==> src/rtl/y_bus_pkg.sv <==
// Shared constants, types and helpers for the Y-matrix update path.
package y_bus_pkg;

    localparam int Y_ADDR_W = 11;
    localparam int Y_ROW_W  = 256;
    localparam int Y_LANES  = 4;
    localparam int Y_VAL_W  = 48;
    localparam int Y_HALF_W = 24;

    typedef enum logic [2:0] {
        ST_IDLE,
        ST_ISSUE_A,
        ST_WAIT_A,
        ST_ISSUE_B,
        ST_WAIT_B
    } ychg_state_e;

    typedef struct packed {
        logic [Y_ADDR_W-1:0] diag_addr;
        logic [Y_LANES-1:0]  diag_oh;
        logic [Y_ADDR_W-1:0] nond_addr;
        logic [Y_LANES-1:0]  nond_oh;
    } pass_t;

    // The most negative value has no positive twin; clamp it to the largest positive.
    function automatic logic [Y_HALF_W-1:0] y_sat_neg24(input logic [Y_HALF_W-1:0] x);
        logic [Y_HALF_W-1:0] min_val;
        min_val = {1'b1, {(Y_HALF_W-1){1'b0}}};
        if (x == min_val) begin
            return ~min_val;
        end
        return (~x) + Y_HALF_W'(1);
    endfunction

endpackage

==> src/rtl/y_change_issue_if.sv <==
// Change-record input and row-update pass output bundle of y_change_issue.
interface y_change_issue_if
    import y_bus_pkg::*;
#(
    parameter int LOG2_NBUS = 6,
    parameter int CNT_W     = 16
);
    logic                 chg_valid;
    logic                 chg_ready;
    logic [LOG2_NBUS-1:0] chg_busI;
    logic [LOG2_NBUS-1:0] chg_busJ;
    logic [Y_VAL_W-1:0]   chg_data;
    logic                 chg_last;

    logic                 op_issueValid;
    logic [Y_ADDR_W-1:0]  op_diagAddr;
    logic [Y_ADDR_W-1:0]  op_nonDAddr;
    logic [Y_LANES-1:0]   op_diagOH;
    logic [Y_LANES-1:0]   op_nonDiagOH;
    logic [Y_ADDR_W-1:0]  op_yReadAddr1;
    logic [Y_ADDR_W-1:0]  op_yReadAddr2;
    logic [Y_VAL_W-1:0]   op_ychngData;
    logic [Y_VAL_W-1:0]   op_ychngNegData;
    logic                 in_writeDone;
    logic                 op_allDone;
    logic [CNT_W-1:0]     op_recCount;

    modport slave (
        input  chg_valid, chg_busI, chg_busJ, chg_data, chg_last, in_writeDone,
        output chg_ready, op_issueValid, op_diagAddr, op_nonDAddr, op_diagOH,
               op_nonDiagOH, op_yReadAddr1, op_yReadAddr2, op_ychngData,
               op_ychngNegData, op_allDone, op_recCount
    );

    modport master (
        output chg_valid, chg_busI, chg_busJ, chg_data, chg_last, in_writeDone,
        input  chg_ready, op_issueValid, op_diagAddr, op_nonDAddr, op_diagOH,
               op_nonDiagOH, op_yReadAddr1, op_yReadAddr2, op_ychngData,
               op_ychngNegData, op_allDone, op_recCount
    );

endinterface

==> src/rtl/ychg_fifo2.sv <==
// Two-entry FIFO for change records; push is dropped when full, pop when empty.
module ychg_fifo2 #(
    parameter int W = 8
) (
    input  logic         clock,
    input  logic         reset,
    input  logic         push,
    input  logic [W-1:0] push_data,
    input  logic         pop,
    output logic [W-1:0] pop_data,
    output logic         full,
    output logic         empty,
    output logic [1:0]   count
);
    logic [W-1:0] mem_q [2];
    logic [W-1:0] mem_d [2];
    logic         wr_ptr_q, wr_ptr_d;
    logic         rd_ptr_q, rd_ptr_d;
    logic [1:0]   count_q, count_d;
    logic         do_push, do_pop;

    assign full     = (count_q == 2'd2);
    assign empty    = (count_q == 2'd0);
    assign count    = count_q;
    assign pop_data = mem_q[rd_ptr_q];

    always_comb begin
        do_push  = push && !full;
        do_pop   = pop && !empty;
        mem_d    = mem_q;
        if (do_push) begin
            mem_d[wr_ptr_q] = push_data;
        end
        wr_ptr_d = wr_ptr_q ^ do_push;
        rd_ptr_d = rd_ptr_q ^ do_pop;
        count_d  = count_q + {1'b0, do_push} - {1'b0, do_pop};
    end

    always_ff @(posedge clock or posedge reset) begin
        if (reset) begin
            mem_q[0] <= '0;
            mem_q[1] <= '0;
            wr_ptr_q <= 1'b0;
            rd_ptr_q <= 1'b0;
            count_q  <= 2'd0;
        end else begin
            mem_q    <= mem_d;
            wr_ptr_q <= wr_ptr_d;
            rd_ptr_q <= rd_ptr_d;
            count_q  <= count_d;
        end
    end

endmodule

==> src/rtl/y_change_issue.sv <==
// Y-matrix change-record issue front-end: buffers (busI, busJ, y) records and
// issues a row-I pass, then a row-J pass, to the Y write stage.
//
// state    | meaning
// IDLE     | waiting for a buffered record
// ISSUE_A  | row-I pass fields valid, one-cycle issue pulse
// WAIT_A   | row-I pass held until writeDone
// ISSUE_B  | row-J pass fields valid, one-cycle issue pulse
// WAIT_B   | row-J pass held until writeDone
module y_change_issue
    import y_bus_pkg::*;
#(
    parameter int LOG2_NBUS = 6,
    parameter int CNT_W     = 16
) (
    input logic             clock,
    input logic             reset,
    y_change_issue_if.slave bus
);
    localparam int LIN_W = 2 * LOG2_NBUS;

    typedef struct packed {
        logic [LOG2_NBUS-1:0] bus_i;
        logic [LOG2_NBUS-1:0] bus_j;
        logic [Y_VAL_W-1:0]   data;
        logic                 last;
    } rec_t;

    function automatic logic [Y_ADDR_W-1:0] elem_row(input logic [LOG2_NBUS-1:0] r,
                                                     input logic [LOG2_NBUS-1:0] c);
        logic [LIN_W-1:0] lin;
        lin = {r, c};
        return Y_ADDR_W'(lin >> 2);
    endfunction

    function automatic logic [Y_LANES-1:0] elem_oh(input logic [LOG2_NBUS-1:0] c);
        return 4'b0001 << c[1:0];
    endfunction

    // Shunt records (r == c) carry no off-diagonal lane.
    function automatic pass_t make_pass(input logic [LOG2_NBUS-1:0] r,
                                        input logic [LOG2_NBUS-1:0] c);
        pass_t p;
        p.diag_addr = elem_row(r, r);
        p.diag_oh   = elem_oh(r);
        p.nond_addr = elem_row(r, c);
        p.nond_oh   = (r == c) ? '0 : elem_oh(c);
        return p;
    endfunction

    rec_t        fifo_wdata, fifo_head;
    logic        fifo_full, fifo_empty, fifo_pop, push_ok;
    logic [1:0]  fifo_count;

    ychg_state_e          state_q, state_d;
    logic [LOG2_NBUS-1:0] bus_i_q, bus_i_d, bus_j_q, bus_j_d;
    logic                 last_q, last_d;
    pass_t                pass_q, pass_d;
    logic                 issue_q, issue_d;
    logic [Y_VAL_W-1:0]   ydata_q, ydata_d, yneg_q, yneg_d;
    logic                 all_done_q, all_done_d;
    logic [CNT_W-1:0]     rec_cnt_q, rec_cnt_d;
    logic                 rec_done;

    assign push_ok    = bus.chg_valid && (fifo_count != 2'd2);
    assign fifo_wdata = '{bus_i: bus.chg_busI, bus_j: bus.chg_busJ,
                          data: bus.chg_data, last: bus.chg_last};

    ychg_fifo2 #(.W($bits(rec_t))) u_fifo (
        .clock    (clock),
        .reset    (reset),
        .push     (push_ok),
        .push_data(fifo_wdata),
        .pop      (fifo_pop),
        .pop_data (fifo_head),
        .full     (fifo_full),
        .empty    (fifo_empty),
        .count    (fifo_count)
    );

    always_comb begin
        state_d    = state_q;
        bus_i_d    = bus_i_q;
        bus_j_d    = bus_j_q;
        last_d     = last_q;
        pass_d     = pass_q;
        issue_d    = 1'b0;
        ydata_d    = ydata_q;
        yneg_d     = yneg_q;
        all_done_d = all_done_q;
        rec_cnt_d  = rec_cnt_q;
        fifo_pop   = 1'b0;
        rec_done   = 1'b0;

        if (push_ok) begin
            all_done_d = 1'b0;
        end

        unique case (state_q)
            ST_IDLE: begin
                if (!fifo_empty) begin
                    fifo_pop = 1'b1;
                    bus_i_d  = fifo_head.bus_i;
                    bus_j_d  = fifo_head.bus_j;
                    last_d   = fifo_head.last;
                    pass_d   = make_pass(fifo_head.bus_i, fifo_head.bus_j);
                    ydata_d  = fifo_head.data;
                    yneg_d   = {y_sat_neg24(fifo_head.data[47:24]),
                                y_sat_neg24(fifo_head.data[23:0])};
                    issue_d  = 1'b1;
                    state_d  = ST_ISSUE_A;
                end
            end
            ST_ISSUE_A: state_d = ST_WAIT_A;
            ST_WAIT_A: begin
                if (bus.in_writeDone) begin
                    if (bus_i_q == bus_j_q) begin
                        rec_done = 1'b1;
                    end else begin
                        pass_d  = make_pass(bus_j_q, bus_i_q);
                        issue_d = 1'b1;
                        state_d = ST_ISSUE_B;
                    end
                end
            end
            ST_ISSUE_B: state_d = ST_WAIT_B;
            ST_WAIT_B: begin
                if (bus.in_writeDone) begin
                    rec_done = 1'b1;
                end
            end
            default: state_d = ST_IDLE;
        endcase

        // Completion outranks a same-cycle push clearing allDone.
        if (rec_done) begin
            rec_cnt_d = rec_cnt_q + CNT_W'(1);
            if (last_q) begin
                all_done_d = 1'b1;
            end
            state_d = ST_IDLE;
        end
    end

    always_ff @(posedge clock or posedge reset) begin
        if (reset) begin
            state_q    <= ST_IDLE;
            bus_i_q    <= '0;
            bus_j_q    <= '0;
            last_q     <= 1'b0;
            pass_q     <= '0;
            issue_q    <= 1'b0;
            ydata_q    <= '0;
            yneg_q     <= '0;
            all_done_q <= 1'b0;
            rec_cnt_q  <= '0;
        end else begin
            state_q    <= state_d;
            bus_i_q    <= bus_i_d;
            bus_j_q    <= bus_j_d;
            last_q     <= last_d;
            pass_q     <= pass_d;
            issue_q    <= issue_d;
            ydata_q    <= ydata_d;
            yneg_q     <= yneg_d;
            all_done_q <= all_done_d;
            rec_cnt_q  <= rec_cnt_d;
        end
    end

    assign bus.chg_ready       = !fifo_full;
    assign bus.op_issueValid   = issue_q;
    assign bus.op_diagAddr     = pass_q.diag_addr;
    assign bus.op_nonDAddr     = pass_q.nond_addr;
    assign bus.op_diagOH       = pass_q.diag_oh;
    assign bus.op_nonDiagOH    = pass_q.nond_oh;
    assign bus.op_yReadAddr1   = pass_q.diag_addr;
    assign bus.op_yReadAddr2   = pass_q.nond_addr;
    assign bus.op_ychngData    = ydata_q;
    assign bus.op_ychngNegData = yneg_q;
    assign bus.op_allDone      = all_done_q;
    assign bus.op_recCount     = rec_cnt_q;

endmodule

==> src/flat_wrapper.sv <==
// flat-port wrapper written by rule: the top's interface ports become plain ports
module y_change_issue_flat import y_bus_pkg::*;
#(
    parameter int LOG2_NBUS = 6,
    parameter int CNT_W     = 16
)
  (clock, reset, bus_chg_valid, bus_chg_busI, bus_chg_busJ, bus_chg_data, bus_chg_last, bus_in_writeDone, bus_chg_ready, bus_op_issueValid, bus_op_diagAddr, bus_op_nonDAddr, bus_op_diagOH, bus_op_nonDiagOH, bus_op_yReadAddr1, bus_op_yReadAddr2, bus_op_ychngData, bus_op_ychngNegData, bus_op_allDone, bus_op_recCount);
  y_change_issue_if #(.LOG2_NBUS(LOG2_NBUS), .CNT_W(CNT_W)) bus_i ();
  input logic clock;
  input logic reset;
  input wire logic [$bits(bus_i.chg_valid)-1:0] bus_chg_valid;
  input wire logic [$bits(bus_i.chg_busI)-1:0] bus_chg_busI;
  input wire logic [$bits(bus_i.chg_busJ)-1:0] bus_chg_busJ;
  input wire logic [$bits(bus_i.chg_data)-1:0] bus_chg_data;
  input wire logic [$bits(bus_i.chg_last)-1:0] bus_chg_last;
  input wire logic [$bits(bus_i.in_writeDone)-1:0] bus_in_writeDone;
  output wire logic [$bits(bus_i.chg_ready)-1:0] bus_chg_ready;
  output wire logic [$bits(bus_i.op_issueValid)-1:0] bus_op_issueValid;
  output wire logic [$bits(bus_i.op_diagAddr)-1:0] bus_op_diagAddr;
  output wire logic [$bits(bus_i.op_nonDAddr)-1:0] bus_op_nonDAddr;
  output wire logic [$bits(bus_i.op_diagOH)-1:0] bus_op_diagOH;
  output wire logic [$bits(bus_i.op_nonDiagOH)-1:0] bus_op_nonDiagOH;
  output wire logic [$bits(bus_i.op_yReadAddr1)-1:0] bus_op_yReadAddr1;
  output wire logic [$bits(bus_i.op_yReadAddr2)-1:0] bus_op_yReadAddr2;
  output wire logic [$bits(bus_i.op_ychngData)-1:0] bus_op_ychngData;
  output wire logic [$bits(bus_i.op_ychngNegData)-1:0] bus_op_ychngNegData;
  output wire logic [$bits(bus_i.op_allDone)-1:0] bus_op_allDone;
  output wire logic [$bits(bus_i.op_recCount)-1:0] bus_op_recCount;
  assign bus_i.chg_valid = bus_chg_valid;
  assign bus_i.chg_busI = bus_chg_busI;
  assign bus_i.chg_busJ = bus_chg_busJ;
  assign bus_i.chg_data = bus_chg_data;
  assign bus_i.chg_last = bus_chg_last;
  assign bus_i.in_writeDone = bus_in_writeDone;
  assign bus_chg_ready = bus_i.chg_ready;
  assign bus_op_issueValid = bus_i.op_issueValid;
  assign bus_op_diagAddr = bus_i.op_diagAddr;
  assign bus_op_nonDAddr = bus_i.op_nonDAddr;
  assign bus_op_diagOH = bus_i.op_diagOH;
  assign bus_op_nonDiagOH = bus_i.op_nonDiagOH;
  assign bus_op_yReadAddr1 = bus_i.op_yReadAddr1;
  assign bus_op_yReadAddr2 = bus_i.op_yReadAddr2;
  assign bus_op_ychngData = bus_i.op_ychngData;
  assign bus_op_ychngNegData = bus_i.op_ychngNegData;
  assign bus_op_allDone = bus_i.op_allDone;
  assign bus_op_recCount = bus_i.op_recCount;
  y_change_issue #(.LOG2_NBUS(LOG2_NBUS), .CNT_W(CNT_W)) u_core (.clock(clock), .reset(reset), .bus(bus_i));
endmodule
==> config.mk <==
export PLATFORM = sky130hd
export DESIGN_NAME = y_change_issue_flat
export DESIGN_NICKNAME = d
export VERILOG_FILES = /design/src/rtl/y_bus_pkg.sv /design/src/rtl/y_change_issue_if.sv /design/src/rtl/ychg_fifo2.sv /design/src/rtl/y_change_issue.sv /design/src/flat_wrapper.sv
export SDC_FILE = /design/constraint.sdc
export NUM_CORES = 1
export LEC_CHECK = 0
export CORE_MARGIN = 1
export CORE_UTILIZATION = 57
export DETAILED_ROUTE_END_ITERATION = 16
export GPL_TIMING_DRIVEN = 0
export PLACE_DENSITY = 0.86
export SYNTH_ARGS = -nofsm -noshare
export SYNTH_HDL_FRONTEND = slang
export SYNTH_SLANG_ARGS = --single-unit
==> constraint.sdc <==
create_clock -name clock -period 25.6 [get_ports clock]
set_input_delay 3.84 -clock clock [delete_from_list [all_inputs] [get_ports clock]]
set_output_delay 3.84 -clock clock [all_outputs]
set_load 0.005 [all_outputs]
Word-level counts from Yosys, hierarchy flattened
Cells that the tools add are included.
Word-level totals
  register bits: 286
  input port bits: 65
  output and inout bits: 167
  word-level logic and storage cells: 106
Operators by class
  $add $sub $neg: 5
  $lt $le $gt $ge: 3
  eq/ne operators: 18
  shift-type cells: 4
  muxes and demuxes: 39
  bitwise gates (word level): 7
  reduce and logical (&&, ||, !) cells: 12
Operators with widths (count)
  two-way mux 61 bit: 4
  bitwise mux 122 bit: 1
  two-way mux 24 bit: 4
  two-way mux 30 bit: 3
  demux 61 bit (select 1 bit): 1
  one-hot mux 30 bit (2 select lines): 1
  adder 24 x 1 -> 24 bit, second input constant: 2
  equality test 24 bit, second input constant: 2
  inverter 24 bit: 2
  equality test 6 bit: 3
  adder 16 x 1 -> 16 bit, second input constant: 1
  two-way mux 1 bit: 16
  left shift 1 x 2 -> 4 bit, first input constant: 4
  one-hot mux 3 bit (5 select lines): 1
  two-way mux 3 bit: 4
  two-way mux 4 bit: 2
  inequality test 2 bit, second input constant: 4
  AND reduction 4 bit: 2
  equality test 3 x 2 -> 1 bit, second input constant: 2
  inequality test 3 x 2 -> 1 bit, second input constant: 2
  >= comparator 2 bit, second input constant: 2
  logical AND 1 bit: 4
  inverter 1 -> 2 bit: 2
  one-hot mux 1 bit (2 select lines): 2
  other kinds (15): 17

Logic depth before layout (Yosys ltp)
  depth in word-level cells: 9
  gate-level depth with buffers: 13

Cells and area by module
A second synthesis with hierarchy kept.
Second synthesis, totals
  cell total of the unflattened synthesis: 1128
  area, all modules: 13529.2 um^2
By module, submodules not included
  y_change_issue: times used 1, cells an instance 781, area each 7126.8 um^2, sequential area each 3703.6 um^2
  ychg_fifo2: times used 1, cells an instance 347, area each 6402.4 um^2, sequential area each 3153.0 um^2

Least setup slack after synthesis
No wires, ideal clock.
  path kind: in2reg
  from: input port bus_chg_valid
  to: register u_core.u_fifo.mem_q[10] (netlist name)
  library setup time: 0.125 ns
  arrival: 5.078 ns
  data required time: 25.475 ns
  setup slack: 20.397 ns
  stages: 6
  path buffers: 2
  cells stage by stage: nand2_1 -> inv_1 -> ha_1 -> clkbuf_1 -> clkbuf_1 -> mux2_2
Between the ends
  word-level cells in the longest chain between the ends: 2
Ends and longest elaborated chain
  start, declared: RTL line flat_wrapper.sv:11  | input wire logic [$bits(bus_i.chg_valid)-1:0] bus_chg_valid;
  logical AND 1 bit: RTL line y_change_issue.sv:65  | assign push_ok = bus.chg_valid && (fifo_count != 2'd2);
  logical AND 1 bit: RTL line ychg_fifo2.sv:28  | do_push = push && !full;
  end signal, assigned: RTL line ychg_fifo2.sv:47  | mem_q <= mem_d;
  end, declared: RTL line ychg_fifo2.sv:15  | logic [W-1:0] mem_q [2];
Every way passes these cells.
A chain may end at the register's enable or synchronous reset.

Worst setup path in the final report
  from: input port bus_chg_valid
  to: register u_core.u_fifo.mem_q[31] (netlist name)
The elaborated chain is that of the path after synthesis.

==> impl_metrics.toml <==
[global_routing]
groute.layer.met3.usage_pct = 6.325
global_route.overflow_total = 0
grt_use_met2_pct = 52.73
track_usage_pct = 31.94
met1_usage_pct = 41.12
grt_antenna_before_repair = 1
pin_count_of_the_biggest_net_entering_global_routing = 131
grt_first_pass_wirelength_mm = 55.21
number_of_global_route_vias_before_repair = 10062
grt_peak_use_layer = "met2"

[route]
avgViaCountPerCell = 5.925
drt_first_pass_iters = 7
drtAntennaViolNets = 0
detail_route.wl_per_cell_um = 20.92
detail_route.drc_violations = 0
routed-via-count = 10067
drt_iter0_drc = 659
routed_wl_mm = 35.54

[setup_path]
r2r_setup_slack_ns = 20.75
r2r_start = "u_core.u_fifo.rd_ptr_q"
rr_endpoint = "u_core.bus.op_ychngNegData[18]"
timing.critical_path.from_type = "input port"
crit_arrival_ns = 6.20
r2r_cells = 13
path_class = "input port to register"
timing.critical_path.required_ns = 26.03
crit_path_end_kind = "register"
path_max_fanout = 10

[synthesis]
synth_seq_cells = 274
yosys_warnings = 0
yosys.cell_types.count = 57
synth-simple-area-share_pct = 11.33
synth_area_um2 = 12680
synthFlopType = "sky130_fd_sc_hd__dfrtp_1"
synth_compound_gate_area_share_pct = 8.499
synthesis.instances = 1136
synth_top_family_by_area = "multiplexers"
yosys-top-cells-area = "sky130_fd_sc_hd__dfrtp_1 54%, sky130_fd_sc_hd__mux2_2 11%, sky130_fd_sc_hd__mux2i_1 4.7%"
synth_sequential_area_ratio_pct = 54.09
adder_and_majority_cell_fraction_of_the_synthesized_area_pct = 0.6909
synth_top_area_share_pct = 54.09
synth_area_per_cell_um2 = 11.16
synth_async_reset_ratio_pct = 100.0
synth_enable_flop_cells = 0
synthXorXnorAreaFrac_pct = 4.975
muxShareOfSynthArea_pct = 15.94
synth_top_cell_by_area = "sky130_fd_sc_hd__dfrtp_1"

[cts]
clock_sink_count = 274
tritoncts = "done"
cts-buffers-inserted = 27
cts_post_setup_buffers_inserted = 0
clk_transition_reported_paths_ns = 0.06
holdBufCountCts = 0
cts.repair.resized = 0
buffer_levels_on_the_longest_clock_path = 3
worst_skew_pair.late_latency_ns = 0.55
clockRootBuffer = "sky130_fd_sc_hd__clkbuf_16"
h-tree-depth = 1

[power]
leakage_nw = 6.893
ir_worst_vdd_mv = 0.07278
power.density_nw_per_um2 = 145.9

[sta]
slew_headroom_pct = 15.18
min_period_over_period_pct = 22.54
tns_ns = 0
final_max_slew_viol_count = 0
setup_viol = 0
hold_violations = 0
grt_setup_unrepaired = "no"
worst_slew_pin_slew_ns = 1.262
post_route_clock_skew_ns = 0.01762
fmax_mhz = 173.3
post-route-min-period_ns = 5.771

[final_layout]
multiInputGateArea_um2 = 5268
layout.nets = 1469
fin_area_um2 = 16320
synthToLayoutAreaGrowth_pct = 28.73
drive_gt1_share_pct = 16.65
n_fill_cell = 1474
area.sequential_um2 = 6857

[floorplan]
floorplan.rows = 54
fp.dieArea_um2 = 22840
chipWidth_um = 151.1
design.core.area_um2 = 21820
die_y_um = 151.1
start_util_pct = 58.08
top_level_ports = 232

[min_path]
min_path_type = "register to register"
holdPathStages = 2
worstHoldStart = "u_core.bus.op_ychngData[5]"
hold_end = "u_core.bus.op_ychngData[5]"

[placed_design]
dp.final_hpwl_mm = 24.55
gp_congestion = 0.8845
placed_cell_area_um2 = 15370
io_buffer_count = 227

[run_status]
outcome = "finished clean"

[job]
cap_viol_max_count = 0
-- worst max-delay path by stage --
stage | start | slack, ns | cells after the start | end
final | bus_chg_valid | 19.83 | 7 | u_core.u_fifo.mem_q[31]
after global routing | bus_chg_valid | 19.79 | 7 | u_core.u_fifo.mem_q[26]
after CTS | bus_chg_valid | 19.85 | 7 | u_core.u_fifo.mem_q[34]
after detailed placement | bus_chg_valid | 19.31 | 7 | u_core.u_fifo.mem_q[31]
after global placement | reset | 11.17 | 2 | u_core.bus.op_ychngData[14]
after floorplan | reset | 14.21 | 1 | u_core.bus.op_allDone
-- final cells by class --
type / instances / area share (%)
clock buffer: 36 / 4.838
sequential: 274 / 42.02
inverter: 16 / 0.4140
antenna: 2 / 0.03067
tap: 280 / 2.147
timing repair buffer: 229 / 14.26
clock inverter: 13 / 0.9278
multi-input combinational: 756 / 32.28
buffer: 93 / 3.082
-- worst max-delay path: stages --
cell                              delay, ns
sky130_fd_sc_hd__clkdlybuf4s50_1       0.46
sky130_fd_sc_hd__nand2_1               0.10
sky130_fd_sc_hd__inv_1                 0.10
sky130_fd_sc_hd__ha_1                  0.14
sky130_fd_sc_hd__clkbuf_1              0.49
sky130_fd_sc_hd__clkbuf_1              0.65
sky130_fd_sc_hd__mux2_2                0.41
-- cells in the final DEF, fill, tap and decap left out, drive strengths merged, types with 5 or more instances in the layout --
| cell type | n |
|---|---|
| nand4 | 10 |
| ha | 7 |
| o21ai | 88 |
| xnor2 | 51 |
| nand2 | 119 |
| clkbuf | 79 |
| a31oi | 10 |
| mux2 | 127 |
| xor2 | 21 |
| and2 | 6 |
| inv | 16 |
| dfrtp | 274 |
| nor3 | 16 |
| o21a | 6 |
| nand3 | 9 |
| mux2i | 59 |
| clkdlybuf4s50 | 227 |
| o22ai | 5 |
| nor4 | 13 |
| nand2b | 5 |
| and4 | 7 |
| clkinv | 7 |
| a21oi | 47 |
| nor2 | 77 |
| nor3b | 9 |
| nor4b | 6 |
| buf | 52 |
| o211ai | 7 |
| o31ai | 7 |
-- power by group --
group	total [mW]	internal, mW	switching, mW
registers	0.818	0.645	0.173
clock network	0.418	0.246	0.171
logic	1.15	0.561	0.584
total	2.38	1.45	0.928
-- logic make-up after synthesis --
| logic type | after synthesis |
|---|---|
| AOI/OAI and AO/OA | 187 |
| xor gates and xnor gates | 72 |
| adders and majority gates | 7 |
| buffers and inverters | 109 |
| DFF | 274 |
| muxes | 186 |
| other | 1 |
| and+or+nand+nor | 300 |
-- registers in the layout, indices dropped and copies added (netlist names), 3 cells and up --
register and cells:
u_core.u_fifo.mem_q 122, u_core.bus.op_ychngData 48, u_core.bus.op_ychngNegData 48, u_core.bus.op_recCount 16
u_core.bus.op_nonDAddr 9, u_core.bus_i_q 6, u_core.bus_j_q 6, u_core.bus.op_diagOH 4
u_core.bus.op_nonDiagOH 4, u_core.state_q 3
-- per-stage QoR --
stage / utilization, % / total power [mW] / std cells / hold slack (ns) / setup WS [ns]
2_1_floorplan: - / 1.452 / 1139 / 0.4503 / 14.21
3_3_place_gp: 70.15 / 1.888 / 1646 / 0.4599 / 11.17
3_5_place_dp: 70.44 / 1.934 / 1648 / 0.4687 / 19.31
4_1_cts: 74.75 / 2.373 / 1697 / 0.4771 / 19.85
5_1_grt: 74.75 / 2.518 / 1697 / 0.4922 / 19.79
6_report: 74.77 / 2.380 / 1699 / 0.4764 / 19.83
-- synth_stat cells, drive strengths merged (7+ instances only) --
master  instances
clkbuf         43
nor2           77
ha              7
and4            7
o31ai           7
o211ai          7
mux2i          59
a21oi          47
dfrtp         274
inv            15
nand2         119
nand4          10
xnor2          51
nor3           16
o21ai          88
mux2          127
a31oi          10
nand3           9
buf            50
nor3b           9
nor4           13
xor2           21
-- routing by layer --
layer,vias up,part of all wire [%]
li1,4481,-
met1,5037,39
met2,460,49
met3,87,8.1
met4,2,3.6
met5,-,0.037
(Power assumes the default switching activity.)
